$ cat config.mk
export PLATFORM = sky130hd
export DESIGN_NAME = frame_mem_reader
export DESIGN_NICKNAME = d
export VERILOG_FILES = /design/src/rtl/frame_mem_reader.sv
export SDC_FILE = /design/constraint.sdc
export NUM_CORES = 1
export LEC_CHECK = 0
export BUFFER_PORTS_ARGS = -buffer_cell sky130_fd_sc_hd__buf_2
export CAP_MARGIN = 20
export CORE_MARGIN = 5
export CORE_UTILIZATION = 50
export CTS_BUF_LIST = sky130_fd_sc_hd__clkbuf_4 sky130_fd_sc_hd__clkbuf_8
export CTS_CLUSTER_DIAMETER = 80
export DETAILED_ROUTE_END_ITERATION = 6
export PLACE_DENSITY = 0.74
export RECOVER_POWER = 100
export SYNTH_ARGS = -nofsm -noshare
export SYNTH_HDL_FRONTEND = slang
export SYNTH_SLANG_ARGS = --single-unit
$ cat constraint.sdc
create_clock -name CLK -period 2.7 [get_ports CLK]
set_input_delay 0 -clock CLK [delete_from_list [all_inputs] [get_ports CLK]]
set_output_delay 0 -clock CLK [all_outputs]
set_load 0.02 [all_outputs]
$ cat src/rtl/frame_mem_reader.sv
// Reads a LEN-byte frame from the toggle-EN frame buffer, starting at word BASE, and streams it out little-endian as bytes.
// Define FRAME_MEM_READER_PREFETCH_EN to add a one-word holding register that removes the inter-word gap.
module frame_mem_reader #(
    parameter int AW   = 9,
    parameter int LENW = 12
) (
    input  logic            CLK,
    input  logic            RST_N,
    input  logic            START,
    input  logic [AW-1:0]   BASE,
    input  logic [LENW-1:0] LEN,
    output logic            MEM_EN,
    output logic            MEM_WR,
    output logic [AW-1:0]   MEM_ADDR,
    input  logic [31:0]     MEM_RDATA,
    output logic [7:0]      TX_DATA,
    output logic            TX_VALID,
    input  logic            TX_READY,
    output logic            TX_LAST,
    output logic            BUSY,
    output logic            DONE
);

    localparam int WCW = AW + 1;
    localparam logic [LENW-1:0] MAX_BYTES = LENW'(1 << (AW + 2));
    localparam logic [LENW-1:0] ONE       = LENW'(1);
    localparam logic [LENW-1:0] TWO       = LENW'(2);

    // The access strobe is toggled on the edge that leaves IDLE or finishes a word, so
    // WAIT is the cycle the buffer registers the word and CAP is the cycle its DOUT is valid.
    typedef enum logic [1:0] {
        S_IDLE,
        S_WAIT,
        S_CAP,
        S_SEND
    } state_t;

    state_t           state_q, state_d;
    logic             mem_en_q, mem_en_d;
    logic [AW-1:0]    mem_addr_q, mem_addr_d;
    logic [AW-1:0]    next_addr_q, next_addr_d;
    logic [WCW-1:0]   fetch_left_q, fetch_left_d;
    logic [LENW-1:0]  rem_q, rem_d;
    logic [1:0]       byte_idx_q, byte_idx_d;
    logic [31:0]      shreg_q, shreg_d;
    logic             tx_valid_q, tx_valid_d;
    logic             tx_last_q, tx_last_d;
    logic             busy_q, busy_d;
    logic             done_q, done_d;

    logic [LENW-1:0]  len_sat;
    logic [LENW:0]    len_plus3;
    logic [WCW-1:0]   words;
    logic             issue;

`ifdef FRAME_MEM_READER_PREFETCH_EN
    logic [31:0]      hold_q, hold_d;
    logic             hold_vld_q, hold_vld_d;
    logic [1:0]       fly_q, fly_d;
    logic             take_hold;
    logic             take_fly;
`endif

    always_comb begin
        len_sat   = (LEN > MAX_BYTES) ? MAX_BYTES : LEN;
        len_plus3 = {1'b0, len_sat} + (LENW + 1)'(3);
        words     = WCW'(len_plus3 >> 2);
    end

    always_comb begin
        state_d      = state_q;
        mem_en_d     = mem_en_q;
        mem_addr_d   = mem_addr_q;
        next_addr_d  = next_addr_q;
        fetch_left_d = fetch_left_q;
        rem_d        = rem_q;
        byte_idx_d   = byte_idx_q;
        shreg_d      = shreg_q;
        tx_valid_d   = tx_valid_q;
        tx_last_d    = tx_last_q;
        busy_d       = busy_q;
        done_d       = 1'b0;
        issue        = 1'b0;
`ifdef FRAME_MEM_READER_PREFETCH_EN
        hold_d       = hold_q;
        hold_vld_d   = hold_vld_q;
        fly_d        = (fly_q == 2'd1) ? 2'd2 : 2'd0;
        take_hold    = 1'b0;
        take_fly     = 1'b0;
`endif

        case (state_q)
            S_IDLE: begin
                if (START) begin
                    rem_d        = len_sat;
                    next_addr_d  = BASE;
                    fetch_left_d = words;
                    if (len_sat == '0) begin
                        done_d = 1'b1;
                    end else begin
                        busy_d  = 1'b1;
                        issue   = 1'b1;
                        state_d = S_WAIT;
                    end
                end
            end
            S_WAIT: begin
                state_d = S_CAP;
            end
            S_CAP: begin
                shreg_d    = MEM_RDATA;
                tx_valid_d = 1'b1;
                tx_last_d  = (rem_q == ONE);
                byte_idx_d = 2'd0;
                state_d    = S_SEND;
`ifdef FRAME_MEM_READER_PREFETCH_EN
                take_fly   = (fly_q == 2'd2);
`endif
            end
            S_SEND: begin
                if (TX_READY) begin
                    rem_d      = rem_q - ONE;
                    shreg_d    = {8'h00, shreg_q[31:8]};
                    byte_idx_d = byte_idx_q + 2'd1;
                    tx_last_d  = (rem_q == TWO);
                    if (rem_q == ONE) begin
                        tx_valid_d = 1'b0;
                        tx_last_d  = 1'b0;
                        busy_d     = 1'b0;
                        done_d     = 1'b1;
                        state_d    = S_IDLE;
                    end else if (byte_idx_q == 2'd3) begin
`ifdef FRAME_MEM_READER_PREFETCH_EN
                        // Next word comes from the holding register, straight off DOUT, or must be waited for.
                        if (hold_vld_q) begin
                            shreg_d   = hold_q;
                            take_hold = 1'b1;
                        end else if (fly_q == 2'd2) begin
                            shreg_d  = MEM_RDATA;
                            take_fly = 1'b1;
                        end else if (fly_q == 2'd1) begin
                            tx_valid_d = 1'b0;
                            tx_last_d  = 1'b0;
                            state_d    = S_CAP;
                        end else begin
                            tx_valid_d = 1'b0;
                            tx_last_d  = 1'b0;
                            issue      = 1'b1;
                            state_d    = S_WAIT;
                        end
`else
                        tx_valid_d = 1'b0;
                        tx_last_d  = 1'b0;
                        issue      = 1'b1;
                        state_d    = S_WAIT;
`endif
                    end
                end
            end
            default: state_d = S_IDLE;
        endcase

`ifdef FRAME_MEM_READER_PREFETCH_EN
        if (take_hold) begin
            hold_vld_d = 1'b0;
        end
        if ((fly_q == 2'd2) && !take_fly) begin
            hold_d     = MEM_RDATA;
            hold_vld_d = 1'b1;
        end
        // At most one prefetch in flight, and only into an empty holding register.
        if (!issue && ((state_q == S_CAP) || (state_q == S_SEND)) && (state_d == S_SEND) &&
            (fly_d == 2'd0) && !hold_vld_d && (fetch_left_d != '0)) begin
            issue = 1'b1;
            fly_d = 2'd1;
        end
`endif

        if (issue) begin
            mem_en_d     = ~mem_en_q;
            mem_addr_d   = next_addr_d;
            next_addr_d  = next_addr_d + 1'b1;
            fetch_left_d = fetch_left_d - 1'b1;
        end
    end

    always_ff @(posedge CLK or negedge RST_N) begin
        if (!RST_N) begin
            state_q      <= S_IDLE;
            mem_en_q     <= 1'b0;
            mem_addr_q   <= '0;
            next_addr_q  <= '0;
            fetch_left_q <= '0;
            rem_q        <= '0;
            byte_idx_q   <= 2'd0;
            shreg_q      <= '0;
            tx_valid_q   <= 1'b0;
            tx_last_q    <= 1'b0;
            busy_q       <= 1'b0;
            done_q       <= 1'b0;
`ifdef FRAME_MEM_READER_PREFETCH_EN
            hold_q       <= '0;
            hold_vld_q   <= 1'b0;
            fly_q        <= 2'd0;
`endif
        end else begin
            state_q      <= state_d;
            mem_en_q     <= mem_en_d;
            mem_addr_q   <= mem_addr_d;
            next_addr_q  <= next_addr_d;
            fetch_left_q <= fetch_left_d;
            rem_q        <= rem_d;
            byte_idx_q   <= byte_idx_d;
            shreg_q      <= shreg_d;
            tx_valid_q   <= tx_valid_d;
            tx_last_q    <= tx_last_d;
            busy_q       <= busy_d;
            done_q       <= done_d;
`ifdef FRAME_MEM_READER_PREFETCH_EN
            hold_q       <= hold_d;
            hold_vld_q   <= hold_vld_d;
            fly_q        <= fly_d;
`endif
        end
    end

    assign MEM_EN   = mem_en_q;
    assign MEM_WR   = 1'b0;
    assign MEM_ADDR = mem_addr_q;
    assign TX_DATA  = shreg_q[7:0];
    assign TX_VALID = tx_valid_q;
    assign TX_LAST  = tx_last_q;
    assign BUSY     = busy_q;
    assign DONE     = done_q;

endmodule
## Yosys cells after proc, flatten, opt, wreduce, memory -nomap -nowiden

Index checks and enable logic that the tools add are counted.

| word-level totals | value |
|---|---|
| memories | 0 |
| logic and storage cells | 77 |
| bits in latches | 0 |
| bits of input ports | 57 |
| output and inout bits | 23 |
| register bits after elaboration | 71 |
| bits in read-only memories | 0 |
| memory bits (writable) | 0 |

| cells by class | value |
|---|---|
| shift operators | 0 |
| mux-type cells | 41 |
| equality and inequality tests | 11 |
| reduce and logical (&&, ||, !) cells | 9 |
| order comparisons | 1 |
| multiply operators | 0 |
| add/sub/neg operators | 3 |
| div/mod/pow operators | 0 |
| bitwise operators | 1 |

Operators by type and width:

| operator | count |
|---|---|
| $pmux 32 s2 | 1 |
| $mux 12 | 3 |
| $mux 32 | 1 |
| $mux 9 | 3 |
| $pmux 12 s2 | 1 |
| $mux 1 | 19 |
| $eq 12x1->1 const B | 1 |
| $eq 12x2->1 const B | 1 |
| $gt 12x12->1 const B | 1 |
| $logic_not 12->1 | 1 |
| $mux 2 | 6 |
| $sub 12x1->12 const B | 1 |
| $pmux 1 s2 | 5 |
| $add 9x1->9 const B | 1 |
| $ne 2x2->1 const B | 4 |
| $pmux 2 s4 | 1 |
| $eq 2x2->1 const B | 3 |
| $reduce_and 3->1 | 2 |
| $reduce_and 5->1 | 1 |
| $pmux 2 s2 | 1 |
| $reduce_and 4->1 | 1 |
| $reduce_bool 2->1 | 2 |
| $ne 3x3->1 const B | 1 |
| $add 2x1->2 const B | 1 |
| other kinds (4) | 4 |

## Longest topological paths before layout

Gate-level depths: netlist of run 1.

| logic depth | value |
|---|---|
| word-level depth | 7 |
| mapped depth | 11 |
| depth with buffers taken out | 9 |

## Worst setup path after synthesis of run 1

Ideal clock, no wire load.

| timing | value |
|---|---|
| path kind | reg2reg |
| start | register state_q[0] |
| end | register next_addr_q[8] |
| setup slack | 0.199 ns |
| required time | 2.621 ns |
| buffers on the path | 2 |
| setup time | 0.079 ns |
| clock period less this slack | 2.501 ns |
| cell stages (with the launch flop) | 12 |
| arrival | 2.422 ns |
| cell sequence | dfrtp_1 -> inv_1 -> ha_1 -> and2_1 -> clkbuf_1 -> clkbuf_1 -> mux2i_1 -> inv_1 -> ha_1 -> a21boi_0 -> nand4_1 -> xor2_1 |

| on the way | value |
|---|---|
| cells in the longest elaborated chain, start to end | 4 |
| elaborated cells on any way between the ends | 6 |
| classes of those cells | add/sub (1); eq/ne (1); mux (3); reduce/logical (1) |

Ends and longest elaborated chain:

| what | RTL line | source |
|---|---|---|
| start: declaration | 38 | `state_t state_q, state_d;` |
| start signal: assignment | 207 | `state_q <= state_d;` |
| $logic_not 2->1 | n/a |  |
| $mux 9 | 92 | `case (state_q)` |
| $add 9x1->9 | 182 | `next_addr_d = next_addr_d + 1'b1;` |
| $mux 9 (*) | 179 | `if (issue) begin` |
| via next_addr_d[8] | 41 | `logic [AW-1:0] next_addr_q, next_addr_d;` |
| end signal: assignment | 210 | `next_addr_q <= next_addr_d;` |
| end: declaration | 41 |  |

Mark *: on every way through the listed nets, which the timed path passes. The rest lies on a longest branch.
A chain may end at the register's enable or synchronous reset.

## Worst setup path after layout of run 1

| timing | value |
|---|---|
| start | register rem_q[1] |
| end | register next_addr_q[5] |

| on the way | value |
|---|---|
| cells in the longest elaborated chain, start to end | 5 |

Ends and longest elaborated chain:

| what | RTL line | source |
|---|---|---|
| start: declaration | 43 | `logic [LENW-1:0] rem_q, rem_d;` |
| start signal: assignment | 212 | `rem_q <= rem_d;` |
| $eq 12x1->1 | 126 | `if (rem_q == ONE) begin` |
| $mux 1 | 126 |  |
| $mux 1 | 121 | `if (TX_READY) begin` |
| $pmux 1 s2 | 92 |  |
| $mux 9 | 179 |  |
| via next_addr_d[5] | 41 |  |

The timed path passes the listed nets, and every way through them passes these cells.

==> impl_metrics.ini, run 1 <==
[worst_setup_path]
r2r-start = rem_q[1]$_DFFE_PN0P_
endpoint = next_addr_q[5]$_DFF_PN0_
worst_ep_required_time_ps = 2960
worstPathMaxFanout = 29
cp-startpoint = rem_q[1]$_DFFE_PN0P_
worstSetupStartpointType = register
critPathCaptureType = register
arrival_ps = 2750
r2r_end = next_addr_q[5]$_DFF_PN0_
r2r_setup_slack_ps = 220
critical_path_class = register to register
reg2regPathDepth = 7

[synth]
synthArstFlopShare = 1.00
synth_nets = 462
ys_warn_count = 0
synth.distinct_cells = 52
synth_flop_cell = dfrtp_1
syn-cell-area_um2 = 3810
syn_avg_cell_area_um2 = 9.61
synth_top_area_share = 0.467
ys_top_cells_by_area = dfrtp_1 47%, mux2i_1 12%, o21ai_0 5.9%
synthCells = 396
seq_area_frac_synth = 0.467
ys_seq_elements = 71
synth_edf_count = 0
yosysTopAreaCell = dfrtp_1

[floorplanning]
core_um2 = 7330
die-area_um2 = 9460
start_util = 0.519
dieWidth_um = 97.3
dieHeight_um = 97.3
row_count = 31
io-pin-count = 80

[global_route]
grtUsageTotal = 0.210
grt_pass1_wl_um = 16400
grt_pass1_vias = 3341
grt_overflow_total = 0
antenna_found_initial = 0
grt_max_degree = 49

[clock_network]
cts.sinks = 71
clkTransAtPathRegs_ps = 80
clk_latency_ps = 350
cts_tree = yes
numCtsBuffers = 9
cts-root-buf = clkbuf_8
cts.repair.resized = 0
clockBufferDepth = 2
post_cts_buffers = 0
cts_max_level = 3

[route]
route.detailed.drc = 0
ant_nets = 0
via_count = 3268
routed_via_density = 5.36
wl_um = 9490
dr.pass1.iters = 4
wl_per_cell_um = 15.6
drt_iter0_drc = 123

[status]
status = complete, but fails checks
violations = max-capacitance violations, max-slew violations

[cells_and_area]
register_area_um2 = 1780
drive_above_1_share = 0.174
syn_to_final_growth_pct = 27.3
num-fill-cells = 601
stdcell_area_um2 = 4850
multi_input_area_um2 = 1870
final_nets = 572
stdcell_count = 610
num_antenna_cells = 0

[timing]
fin_crit_sh = 0.920
maxSlewViolCount = 41
max-slew-margin-rel = -0.416
rsz0062_at_grt = no
max_freq_ghz = 0.403
timing.final.hold_violations = 0
finalClockSkew_ps = 8.53
timing.final.ws_setup_ps = 216
post-route-min-period_ps = 2480
setup-tns-final_ps = 0
finalSetupViolCount = 0
worstMarginPinSlew_ps = 2120

[pwr]
p_per_area_nw_per_um2 = 1070
ir_drop_mv = 0.465
p_leak_nw = 2.10
report.power.total_mw = 5.16

[placement]
dpl_cell_area_um2 = 4270
dp_hpwl_um = 6280
port_buffers = 78
gp_congestion = 0.808
dp_slack_ps = 241
dp.cells = 551

[hold_path]
hold_path.class = input pin to register

[job]
drv_cap = 1
==> metal layers <==
layer	global-route usage	up-vias	wire (µm)
met5	0	-	0
met4	0.0777	0	138
met3	0.0424	12	463
met2	0.339	89	4570
met1	0.280	1545	4310
li1	-	1622	-
==> power breakdown <==
group          total [mW]  internal (mW)  switching [mW]
clock network       0.806          0.402           0.405
logic                2.44          0.966            1.47
registers            1.91           1.56           0.351
total                5.16           2.93            2.23
==> cell usage after synthesis (all sizes together), types with 9 or more instances <==
master / number
a21oi: 17
buf: 15
clkbuf: 17
dfrtp: 71
ha: 9
inv: 10
mux2i: 44
nand2: 50
nand3: 17
nor2: 15
o21ai: 48
xor2: 9
==> stage by stage <==
step / utilization / hold WS, ps
6_report: 0.661 / 16.2
5_1_grt: 0.661 / 38.9
4_1_cts: 0.667 / 16.3
3_5_place_dp: 0.583 / 176
3_3_place_gp: 0.583 / 176
2_1_floorplan: - / -296
==> layout make-up <==
cell class	instances	share of cell area
multi-input cells	283	0.386
flip-flops and latches	71	0.367
repair buffers	131	0.176
clock buffers	13	0.0343
well taps	99	0.0256
inverters	10	0.00775
clock inverters	3	0.00361
==> critical path, stage by stage (launching register included) <==
cell,delay (ps)
dfrtp_1,400
inv_1,100
ha_1,210
or4b_2,610
nor3_2,310
o32ai_4,350
nand4_1,220
xor2_1,180
==> registers in the layout (all words and copies together), names as in the netlist <==
| register | cells |
|---|---|
| BUSY | 1 |
| DONE | 1 |
| MEM_ADDR | 9 |
| MEM_EN | 1 |
| TX_LAST | 1 |
| TX_VALID | 1 |
| byte_idx_q | 2 |
| next_addr_q | 9 |
| rem_q | 12 |
| shreg_q | 32 |
| state_q | 2 |
==> layout by cell type (no fill, tap or decap), drive strengths merged, types with 6 or more instances in the layout <==
master / Yosys / routed
nand3: 17 / 17
buf: 15 / 60
nor2: 15 / 15
clkbuf: 17 / 41
a21oi: 17 / 17
dfrtp: 71 / 71
nand2: 50 / 50
nor2b: 6 / 6
dlygate4sd3: 0 / 43
mux2i: 44 / 44
inv: 10 / 10
nor3: 8 / 8
ha: 9 / 9
o21ai: 48 / 48
xor2: 9 / 9
==> how the worst min path moves through the flow <==
stage	startpoint	to	slack [ps]	cells past startpoint
after detailed placement	RST_N	shreg_q[3]$_DFFE_PN0P_	180	1
after global placement	RST_N	shreg_q[3]$_DFFE_PN0P_	180	1
after CTS	BASE[0]	next_addr_q[0]$_DFF_PN0_	20	3
after global routing	BASE[6]	MEM_ADDR[6]$_DFFE_PN0P_	40	3
final	BASE[1]	MEM_ADDR[1]$_DFFE_PN0P_	20	3
after floorplan	RST_N	BUSY$_DFFE_PN0P_	-300	0
==> what timing repair did <==
item / CTS / global route
endpoints found under the hold margin: 80 / 0
hold buffers: 43 / 0
setup endpoints to repair: 0 / 0
==> logic make-up after synthesis <==
logic type,Yosys count,synth area share
AND/OR/NAND/NOR,126,0.168
AO/OA/AOI/OAI,92,0.142
flip-flops,71,0.467
multiplexers,45,0.119
buffers and inverters,42,0.0510
XOR/XNOR,10,0.0230
adder cells (fa/ha/maj),9,0.0296
other,1,0.000985
No activity file was read; power rests on OpenSTA's default activity.
==> run 2: changes to the inputs <==
--- a/config.mk
+++ b/config.mk
@@ -8,3 +8,3 @@
 export BUFFER_PORTS_ARGS = -buffer_cell sky130_fd_sc_hd__buf_2
-export CAP_MARGIN = 20
+export CAP_MARGIN = 25
 export CORE_MARGIN = 5
==> constraint.sdc (replaced) <==
create_clock -name CLK -period 2.7 [get_ports CLK]
set_input_delay 0.135 -clock CLK [delete_from_list [all_inputs] [get_ports CLK]]
set_output_delay 0.135 -clock CLK [all_outputs]
set_load 0.02 [all_outputs]
==> run 2 against run 1 <==
  * Total power up 1.6%
  * Combinational power is 2% lower
  * Via count is 3.5% lower
  * Sequential cell count did not move
  * Sequential power about the same
  * Worst setup slack improved by 7.6 ps
  * The flow still finishes with violations (max-capacitance violations, max-slew violations)
  * Die area unchanged
  * Count of clock-buffer cells in the layout down 4
  * Clock power rose by 19%
  * Critical path depth is the same
  * Final cell count down 7.2%
==> impl_metrics.ini, run 2 (synthesis gave the netlist of run 1 again) <==
[floorplanning]
row_count = 31
core_um2 = 7330
io-pin-count = 80
dieHeight_um = 97.3
die-area_um2 = 9460
start_util = 0.519
dieWidth_um = 97.3

[worst_setup_path]
r2r_setup_slack_ps = 220
r2r-start = rem_q[1]$_DFFE_PN0P_
worst_ep_required_time_ps = 2960
r2r_end = next_addr_q[6]$_DFF_PN0_
worstSetupStartpointType = register
reg2regPathDepth = 7
arrival_ps = 2740
worstPathMaxFanout = 29
critPathCaptureType = register
cp-startpoint = rem_q[1]$_DFFE_PN0P_
critical_path_class = register to register

[clock_network]
clk_latency_ps = 340
cts.sinks = 71
clkTransAtPathRegs_ps = 80
cts_tree = yes
numCtsBuffers = 9
cts-root-buf = clkbuf_8
cts_max_level = 3
cts.repair.resized = 0
post_cts_buffers = 0
cts_hold_buffers = 0
clockBufferDepth = 2

[timing]
setup-tns-final_ps = 0
timing.final.hold_violations = 0
post-route-min-period_ps = 2480
max-slew-margin-rel = -0.171
worstMarginPinSlew_ps = 1760
maxSlewViolCount = 72
finalClockSkew_ps = 9.65
fin_crit_sh = 0.917
max_freq_ghz = 0.404
rsz0062_at_grt = no
finalSetupViolCount = 0
timing.final.ws_setup_ps = 224

[route]
dr.pass1.iters = 4
ant_nets = 0
routed_via_density = 5.57
wl_um = 8680
via_count = 3152
drt_iter0_drc = 109
route.detailed.drc = 0
wl_per_cell_um = 15.3

[global_route]
grt_overflow_total = 0
grt_max_degree = 72
antenna_found_initial = 0
use_met1 = 0.260
busiest_layer = met2
grt_pass1_vias = 3093
grt_use_met2 = 0.287
grt_pass1_wl_um = 14800
met3_usage = 0.0531
grtUsageTotal = 0.186

[pwr]
p_per_area_nw_per_um2 = 1180
p_leak_nw = 1.93
ir_drop_mv = 0.576

[cells_and_area]
drive_above_1_share = 0.188
final_common_cell = dfrtp_1
syn_to_final_growth_pct = 16.8
num_antenna_cells = 0
layout_common_cells = 71 x dfrtp_1, 56 x buf_2, 50 x nand2_1, 48 x o21ai_0, 43 x mux2i_1
utilization = 0.606
reg_top3 = shreg_q x32, rem_q x12
final_nets = 528
top_register = shreg_q
largest_reg_flops = 32

[placement]
dp_slack_ps = 280
gp_congestion = 0.799
port_buffers = 78
dp_hpwl_um = 6120

[status]
violations = max-capacitance violations, max-slew violations
status = complete, but fails checks

[hold_path]
min_from = LEN[2]
hold_path.class = input pin to register
hold_path_depth = 3
hold_path_end = rem_q[2]$_DFFE_PN0P_

[job]
drv_cap = 1
[run 2: where the power goes]
part           total (mW)  internal, mW  switching [mW]  leakage (nW)
combinational        2.38         0.925            1.45         0.957
clock               0.958         0.524           0.434         0.114
sequential           1.91          1.56           0.344         0.864
total                5.24          3.01            2.23          1.93
[run 2: cell type report]
type | count | area [µm²]
inverters | 10 | 37.5
clock buffers | 9 | 124
repair buffers | 87 | 420
flip-flops and latches | 71 | 1780
multi-input cells | 283 | 1870
well taps | 99 | 124
fillers | 654 | 2890
clock inverters | 7 | 96.3
[run 2: worst max-delay path by stage]
stage                                          end  cells after the start
final                     next_addr_q[6]$_DFF_PN0_                      7
after global routing      next_addr_q[4]$_DFF_PN0_                      7
after CTS                 next_addr_q[4]$_DFF_PN0_                      7
after detailed placement  next_addr_q[6]$_DFF_PN0_                      7
after global placement    next_addr_q[4]$_DFF_PN0_                      7
after floorplan           next_addr_q[8]$_DFF_PN0_                     11
[run 2: metrics by stage]
stage	area (µm²)	hold slack, ps	power (mW)	instances
detailed placement	4270	385	4.36	550
global placement	4270	372	4.25	550
global route	4450	51.7	5.67	566
finish	4450	27.6	5.24	566
CTS	4490	22.8	5.33	566
floorplan	3810	-161	3.73	396
[run 2: routing by layer]
metal / routed length [µm] / vias to the layer above
li1: - / 1529
met1: 4050 / 1519
met2: 3990 / 92
met4: 93 / 0
met5: 0 / -
met3: 546 / 12
[run 2: critical path, stage by stage, from the launching register on]
cell	delay [ps]
dfrtp_1	420
inv_1	110
ha_1	210
or4b_2	610
nor3_2	320
o32ai_4	350
nand4_1	210
xor2_1	170
==> run 3: changes to the inputs <==
--- a/config.mk
+++ b/config.mk
@@ -14,3 +14,3 @@
 export DETAILED_ROUTE_END_ITERATION = 6
-export PLACE_DENSITY = 0.74
+export PLACE_DENSITY = 0.76
 export RECOVER_POWER = 100
==> constraint.sdc (replaced) <==
create_clock -name CLK -period 2.7 [get_ports CLK]
set_input_delay 0.405 -clock CLK [delete_from_list [all_inputs] [get_ports CLK]]
set_output_delay 0.405 -clock CLK [all_outputs]
set_load 0.02 [all_outputs]
==> run 3 against run 2 <==
  * The flow now finishes without violations
  * Final cell count unchanged
  * Hold slack improved by 280 ps
  * Critical path depth rose by 1
  * Worst setup slack improved by 120 ps
  * Register-to-register slack better by 120 ps
  * Sequential cell count unchanged
  * Fmax up 4.9%
  * Clock skew grew 0.74 ps
  * Routed wire length up 0.21%
  * Largest power group unchanged
  * Largest cell class unchanged
==> impl_metrics.ini, run 3 (synthesis gave the netlist of run 1 again) <==
[cells_and_area]
reg_top3 = shreg_q x32, rem_q x12
final_common_cell = dfrtp_1
drive_above_1_share = 0.188
num_antenna_cells = 0
layout_common_cells = 71 x dfrtp_1, 55 x buf_2, 50 x nand2_1, 46 x o21ai_0, 43 x mux2i_1
largest_reg_flops = 32
top_register = shreg_q
utilization = 0.603
stdcell_area_um2 = 4420
syn_to_final_growth_pct = 16.1
final_nets = 528

[status]
status = complete, no violations

[placement]
gp_congestion = 0.825
dp_hpwl_um = 6160
port_buffers = 78
dpl_cell_area_um2 = 4270

[timing]
finalSetupViolCount = 0
maxSlewViolCount = 0
post-route-min-period_ps = 2360
timing.final.hold_violations = 0
finalClockSkew_ps = 10.4
fin_crit_sh = 0.874
max-slew-margin-rel = 0.0372
setup-tns-final_ps = 0
worstMarginPinSlew_ps = 1440
rsz0062_at_grt = no
max_freq_ghz = 0.424
whs_ps = 311

[global_route]
grt_max_degree = 49
grt_pass1_wl_um = 14900
grt_pass1_vias = 3012
grt_overflow_total = 0
antenna_found_initial = 0
grtUsageTotal = 0.189

[clock_network]
cts_hold_buffers = 0
cts-root-buf = clkbuf_8
cts.repair.resized = 0
cts.sinks = 71
cts_tree = yes
numCtsBuffers = 9
cts_max_level = 3
clkTransAtPathRegs_ps = 80
clockBufferDepth = 2
post_cts_buffers = 0
clk_latency_ps = 340

[floorplanning]
io-pin-count = 80
core_um2 = 7330
dieHeight_um = 97.3
die-area_um2 = 9460
row_count = 31
start_util = 0.519
dieWidth_um = 97.3

[route]
routed_via_density = 5.55
dr.pass1.iters = 5
route.detailed.drc = 0
ant_nets = 0
via_count = 3141
wl_um = 8700
wl_per_cell_um = 15.4
drt_iter0_drc = 151

[worst_setup_path]
r2r-start = rem_q[1]$_DFFE_PN0P_
arrival_ps = 2610
critPathCaptureType = register
worstPathMaxFanout = 29
worst_ep_required_time_ps = 2950
worstSetupStartpointType = register
cp-startpoint = rem_q[1]$_DFFE_PN0P_
critical_path_class = register to register

[hold_path]
min_from = LEN[7]
hold_path.class = input pin to register

[pwr]
p_per_area_nw_per_um2 = 1160
p_leak_nw = 1.92
ir_drop_mv = 0.558

[job]
drv_cap = 0
==> run 3: changes by cell type in the layout (fill, tap and decap cells not counted), sizes merged <==
cell	delta
buf	-1
clkinv	-1
bufinv	-1
clkbuf	+2
clkinvlp	+1
==> run 3: per-stage QoR <==
step	power [mW]	worst slack [ps]	instances
detailed placement	4.35	403	550
global route	5.60	151	566
floorplan	3.73	199	396
global placement	4.25	485	550
finish	5.13	340	566
CTS	5.23	384	566
==> run 3: worst paths after layout <==
check	end	slack (ps)	cells past startpoint
max in group asynchronous	TX_LAST$_DFFE_PN0P_	1400	2
max	next_addr_q[5]$_DFF_PN0_	340	8
min reg2reg	MEM_EN$_DFFE_PN0P_	480	1
min in group asynchronous	shreg_q[18]$_DFFE_PN0P_	390	1
max reg2reg	next_addr_q[5]$_DFF_PN0_	340	8
min	rem_q[7]$_DFFE_PN0P_	310	3
==> run 3: layout make-up <==
class	instances	area (µm²)
Clock buffer	10	131
Sequential cell	71	1780
Timing Repair Buffer	87	433
Tap cell	99	124
Inverter	10	37.5
Clock inverter	6	68.8
Multi-Input combinational cell	283	1850
Fill cell	642	2910
==> run 3: per-layer routing <==
layer	wire, µm	part of all wire	GRT usage
met1	4090	0.47	0.271
met2	4040	0.46	0.288
met3	502	0.058	0.0402
met4	74	0.0085	0.0596
met5	0	0	0
==> run 3: critical path: stages (launching register included) <==
cell,delay (ps)
dfrtp_1,420
inv_1,110
ha_1,220
or4b_2,610
nor3_2,250
o32ai_2,120
buf_4,240
nand4_1,130
xor2_1,180
==> run 3: power by group <==
| part | switching [mW] | leakage [nW] | internal (mW) | total, mW |
|---|---|---|---|---|
| Clock | 0.425 | 0.100 | 0.442 | 0.868 |
| Sequential | 0.338 | 0.864 | 1.56 | 1.90 |
| Combinational | 1.44 | 0.953 | 0.917 | 2.36 |
